$ cat src/rtl/ram_req_ctrl.sv
// ram_req_ctrl: in-order request FIFO and sequencer in front of a single-port RAM.
// Each queued command becomes a one-cycle RAM access; read data returns over a
// valid/ready response channel with backpressure.
// Optional feature: define RAM_REQ_CTRL_WRITE_ACK_EN to make every write also
// return a response (rsp_rdata = 0), waiting for rsp_ready like a read.
module ram_req_ctrl #(
   parameter int ADDR_W     = 8,
   parameter int DATA_W     = 32,
   parameter int FIFO_DEPTH = 4
) (
   input  logic              clk,
   input  logic              rst_n,
   input  logic              req_valid,
   output logic              req_ready,
   input  logic              req_we,
   input  logic [ADDR_W-1:0] req_addr,
   input  logic [DATA_W-1:0] req_wdata,
   output logic              rsp_valid,
   input  logic              rsp_ready,
   output logic [DATA_W-1:0] rsp_rdata,
   output logic              ram_write_en,
   output logic              ram_read_en,
   output logic [ADDR_W-1:0] ram_addr,
   output logic [DATA_W-1:0] ram_data_in,
   input  logic [DATA_W-1:0] ram_data_out,
   output logic              busy
);

   localparam int PTR_W = $clog2(FIFO_DEPTH);
   localparam logic [PTR_W:0] FULL_CNT = FIFO_DEPTH[PTR_W:0];

   typedef enum logic [1:0] {
      ST_IDLE  = 2'd0,
      ST_ISSUE = 2'd1,
      ST_RSP   = 2'd2
   } state_t;

   state_t              r_state;
   state_t              w_stateNext;

   logic [PTR_W-1:0]    r_wrPtr;
   logic [PTR_W-1:0]    r_rdPtr;
   logic [PTR_W:0]      r_count;
   logic                r_fifoWe   [FIFO_DEPTH];
   logic [ADDR_W-1:0]   r_fifoAddr [FIFO_DEPTH];
   logic [DATA_W-1:0]   r_fifoData [FIFO_DEPTH];

   logic                r_ramWe;
   logic                r_ramRe;
   logic [ADDR_W-1:0]   r_ramAddr;
   logic [DATA_W-1:0]   r_ramDin;
   logic                r_rspValid;
   logic [DATA_W-1:0]   r_rspData;

   logic                w_ramWeNext;
   logic                w_ramReNext;
   logic [ADDR_W-1:0]   w_ramAddrNext;
   logic [DATA_W-1:0]   w_ramDinNext;
   logic                w_rspValidNext;
   logic [DATA_W-1:0]   w_rspDataNext;
   logic                w_reqReady;
   logic                w_push;
   logic                w_pop;

   // Full flag ignores a same-cycle pop, so a command is never accepted into a full FIFO.
   assign w_reqReady = (r_count != FULL_CNT);
   assign w_push     = req_valid && w_reqReady;

   // Command storage; contents only matter while counted, so no reset is needed.
   always_ff @(posedge clk) begin
      if (w_push) begin
         r_fifoWe[r_wrPtr]   <= req_we;
         r_fifoAddr[r_wrPtr] <= req_addr;
         r_fifoData[r_wrPtr] <= req_wdata;
      end
   end

   // FIFO pointers and occupancy; pointers wrap naturally because depth is a power of two.
   always_ff @(posedge clk or negedge rst_n) begin
      if (!rst_n) begin
         r_wrPtr <= '0;
         r_rdPtr <= '0;
         r_count <= '0;
      end else begin
         if (w_push) r_wrPtr <= r_wrPtr + 1'b1;
         if (w_pop)  r_rdPtr <= r_rdPtr + 1'b1;
         case ({w_push, w_pop})
            2'b10:   r_count <= r_count + 1'b1;
            2'b01:   r_count <= r_count - 1'b1;
            default: r_count <= r_count;
         endcase
      end
   end

   // Next-state and next-output decode; the RAM port and response are all registered.
   always_comb begin
      w_stateNext    = r_state;
      w_pop          = 1'b0;
      w_ramWeNext    = 1'b0;
      w_ramReNext    = 1'b0;
      w_ramAddrNext  = r_ramAddr;
      w_ramDinNext   = r_ramDin;
      w_rspValidNext = r_rspValid;
      w_rspDataNext  = r_rspData;
      case (r_state)
         ST_IDLE: begin
            if (r_count != '0) begin
               w_pop         = 1'b1;
               w_ramWeNext   = r_fifoWe[r_rdPtr];
               w_ramReNext   = !r_fifoWe[r_rdPtr];
               w_ramAddrNext = r_fifoAddr[r_rdPtr];
               if (r_fifoWe[r_rdPtr]) w_ramDinNext = r_fifoData[r_rdPtr];
               w_stateNext   = ST_ISSUE;
            end
         end
         ST_ISSUE: begin
            if (r_ramRe) begin
               w_rspValidNext = 1'b1;
               w_rspDataNext  = ram_data_out;
               w_stateNext    = ST_RSP;
            end else begin
`ifdef RAM_REQ_CTRL_WRITE_ACK_EN
               w_rspValidNext = 1'b1;
               w_rspDataNext  = '0;
               w_stateNext    = ST_RSP;
`else
               w_stateNext    = ST_IDLE;
`endif
            end
         end
         ST_RSP: begin
            if (rsp_ready) begin
               w_rspValidNext = 1'b0;
               w_stateNext    = ST_IDLE;
            end
         end
         default: begin
            w_stateNext = ST_IDLE;
         end
      endcase
   end

   // State and output registers; async reset quiesces the RAM port immediately.
   always_ff @(posedge clk or negedge rst_n) begin
      if (!rst_n) begin
         r_state    <= ST_IDLE;
         r_ramWe    <= 1'b0;
         r_ramRe    <= 1'b0;
         r_ramAddr  <= '0;
         r_ramDin   <= '0;
         r_rspValid <= 1'b0;
         r_rspData  <= '0;
      end else begin
         r_state    <= w_stateNext;
         r_ramWe    <= w_ramWeNext;
         r_ramRe    <= w_ramReNext;
         r_ramAddr  <= w_ramAddrNext;
         r_ramDin   <= w_ramDinNext;
         r_rspValid <= w_rspValidNext;
         r_rspData  <= w_rspDataNext;
      end
   end

   assign req_ready    = w_reqReady;
   assign rsp_valid    = r_rspValid;
   assign rsp_rdata    = r_rspData;
   assign ram_write_en = r_ramWe;
   assign ram_read_en  = r_ramRe;
   assign ram_addr     = r_ramAddr;
   assign ram_data_in  = r_ramDin;
   assign busy         = (r_count != '0) || (r_state != ST_IDLE);

endmodule

$ cat config.mk
export PLATFORM = sky130hd
export DESIGN_NAME = ram_req_ctrl
export DESIGN_NICKNAME = d
export VERILOG_FILES = /design/src/rtl/ram_req_ctrl.sv
export SDC_FILE = /design/constraint.sdc
export NUM_CORES = 1
export LEC_CHECK = 0
export CAP_MARGIN = 20
export CORE_UTILIZATION = 25
export CTS_CLUSTER_SIZE = 8
export DETAILED_ROUTE_END_ITERATION = 12
export DONT_BUFFER_PORTS = 1
export PLACE_DENSITY = 0.36
export RECOVER_POWER = 50
export SLEW_MARGIN = 20
export SYNTH_ARGS = -nofsm -noshare
export SYNTH_HDL_FRONTEND = slang
export SYNTH_SLANG_ARGS = --single-unit
$ cat constraint.sdc
create_clock -name clk -period 2.4 [get_ports clk]
set_input_delay 0.24 -clock clk [delete_from_list [all_inputs] [get_ports clk]]
set_output_delay 0.24 -clock clk [all_outputs]
set_load 0.01 [all_outputs]
==> run metrics, run 1 <==
vias in the first global route=5115; final setup fails=0; CTS resizes=0; Layout Utilization=0.326; Iter 0 DRT Violations=141; synth top area cells=edfxtp_1 54%, dfrtp_1 23%, mux4_2 10%, mux2_2 8.8%, ha_1 0.68%; predominant post-synthesis flop cell=edfxtp_1; clk_lat worst skew=0.53 ns; clk_skew=0.0157 ns; power density cells=1330 nW/um^2; CTS tree=yes; Via density=4.23; arrival time worst endpoint=2.64 ns; warning count from the yosys run=0; gr busiest metal=met2; minimum clock period=2.20 ns; Clock Tree Buf Depth=3; crit end category=flop; register bit total from synthesis=248; Post-Syn Area per Cell=21.7 um^2; GR Util met3=0.0500; EDFF count, synth=164; Final Power=15.6 mW; ANT nets after route=0; VDD IR max=0.000573 V; Mapped Area=9180 um^2; critical path class=reg2reg; post-synth top area cell=edfxtp_1; share of cells above drive strength 1=0.314; Async SR Flop Fraction=0.339; Setup Fix Bufs, Post-CTS=0; row cnt=69; RSZ-0062 raised after global routing=false; Lkg Pwr=4.15 nW; drt first pass iters=4; Net Count, Synth=505; total number of vias=4338; CP startpoint kind=flop; Ports=154; Root Driver=clkbuf_16; starting density of the core=0.256; core area=35800 um^2; most numerous cell in the Yosys netlist=edfxtp_1; level count of the clock H-tree=2; GPL Wtd Cong=0.650; TritonCTS Sinks=248; Max-slew headroom=0.0826; Reg power frac=0.445; die height=194 um; drt total wl=20600 um; GRT overflow=0; Max FO, Critical Path=4; first-pass GRT wire length=31300 um; Worst-path clk slew=0.05 ns; Combinational Power Share=0.249; Tcrit/Tclk final=0.918; GRT Total Usage=0.114; Max Slew Vio Count=0; Synth cell types=28; setup TNS=0 ns; area grow syn2layout=27.1%; final hold viol count=0; Internal=10.9 mW; sw frac=0.298; Die ar.=37500 um^2; share of the synthesized area in the top cell type=0.537; Buffers on Ports=0; Worst Hold Class=in2reg; outcome=completed; clock share of power=0.306; Synth top cells by count=164 x edfxtp_1, 84 x dfrtp_1, 72 x mux2_2; Slew @ Worst Pin=1.38 ns; met2 usage=0.189; largest net degree at the start of global routing=85; chip width=194 um; Max-cap violations=0; Required @ worst endpoint=2.84 ns; cells after synthesis=422; GR Layer Usage met1=0.129; # hold bufs at CTS=77; switching power=4.63 mW; antenna violations before repair=2; CTS Buf Count=37; Post-DP HPWL=11300 um; Max Fclk=454 MHz; Seq/Total Area, Yosys=0.766; nets=619; wire per inst=20.1 um; DRC=0
## path summary, 6_finish.rpt
check | startpoint | endpoint | slack, ns | depth (start not counted)
worst min-delay path | req_valid | r_fifoWe[3]$_DFFE_PP_ | 0.25 | 1
max in group asynchronous | rst_n | r_rdPtr[0]$_DFFE_PN0P_ | 0.77 | 2
worst max register to register | r_count[1]$_DFFE_PN0P_ | r_count[2]$_DFFE_PN0P_ | 0.20 | 9
worst max-delay path | r_count[1]$_DFFE_PN0P_ | r_count[2]$_DFFE_PN0P_ | 0.20 | 9
worst min register to register | r_count[2]$_DFFE_PN0P_ | r_count[2]$_DFFE_PN0P_ | 0.52 | 1
min in group asynchronous | rst_n | rsp_rdata[21]$_DFFE_PN0P_ | 0.62 | 2
## worst max-delay path, stage by stage (launching register included)
cell and delay (ns):
dfrtp_1 0.39, or3b_1 0.40, and2_1 0.21, inv_1 0.07, ha_1 0.18, inv_1 0.08
fa_1 0.38, xor2_1 0.15, nor2_1 0.11, xor2_1 0.15
## flip-flops by register name, indices dropped and copies added, names as in the netlist, 3 cells and up
signal       cells
r_count          3
r_fifoAddr      32
r_fifoData     128
r_fifoWe         4
ram_addr         8
ram_data_in     32
rsp_rdata       32
## cell usage in the layout, fill, tap and decap left out, types with 3 or more instances in the layout
cell type and count:
dlygate4sd3_1 76, nor2_1 3, ha_1 5, edfxtp_1 164, buf_12 4, and3_2 4
dfrtp_1 82, clkbuf_1 25, mux4_2 41, o21ai_0 3, mux2_2 72, xnor2_1 4
buf_4 10, clkbuf_16 38, inv_1 9
## stage by stage
stage / cells / hold WS [ns] / cell area (um^2) / worst slack (ns)
after CTS: 1024 / 0.235 / 11700 / 0.197
after global routing: 1026 / 0.254 / 11700 / 0.00699
after detailed placement: 881 / -0.0530 / 9820 / 0.214
final: 1026 / 0.254 / 11700 / 0.196
after global placement: 881 / -0.0524 / 9820 / 0.266
after floorplan: 422 / -0.0556 / 9180 / 0.241
## logic make-up after synthesis
logic type / count (synthesis) / share of synthesized area
xor gates and xnor gates: 6 / 0.00573
muxes: 115 / 0.191
and+or+nand+nor: 17 / 0.0116
buffers and inverters: 26 / 0.0145
AOI/OAI and AO/OA: 4 / 0.00218
adders and majority gates: 6 / 0.00900
DFF: 248 / 0.766
## layer usage
metal,part of all wire,wire length [um],vias up
met3,0.086,1770,52
met2,0.48,9950,152
met5,0,0,-
li1,-,-,1900
met1,0.40,8240,2234
met4,0.030,617,0
## power groups by stage
| stage | clock [mW] | combinational (mW) | sequential (mW) |
|---|---|---|---|
| global route | 5.11 | 4.33 | 7.09 |
| CTS | 4.97 | 4.09 | 6.96 |
| floorplan | 0 | 2.90 | 6.76 |
| global placement | 0 | 3.81 | 7.00 |
| finish | 4.76 | 3.88 | 6.93 |
| detailed placement | 0 | 3.90 | 7.04 |
## cell type report
type                    count  area [um^2]
inverters                  10         37.5
fillers                  3383        24200
clock buffers              63         1040
flip-flops and latches    248         7030
well taps                 461          577
clock inverters             3         26.3
repair buffers             91          923
diodes                      2         5.00
multi-input cells         148         2020
(Power assumes the default switching activity.)
==> run 2: changes to the inputs <==
Settings changed: SLEW_MARGIN 20 to 30.
==> results of run 2 <==
No change in the layout: final DEF, timing and power equal those of run 1.
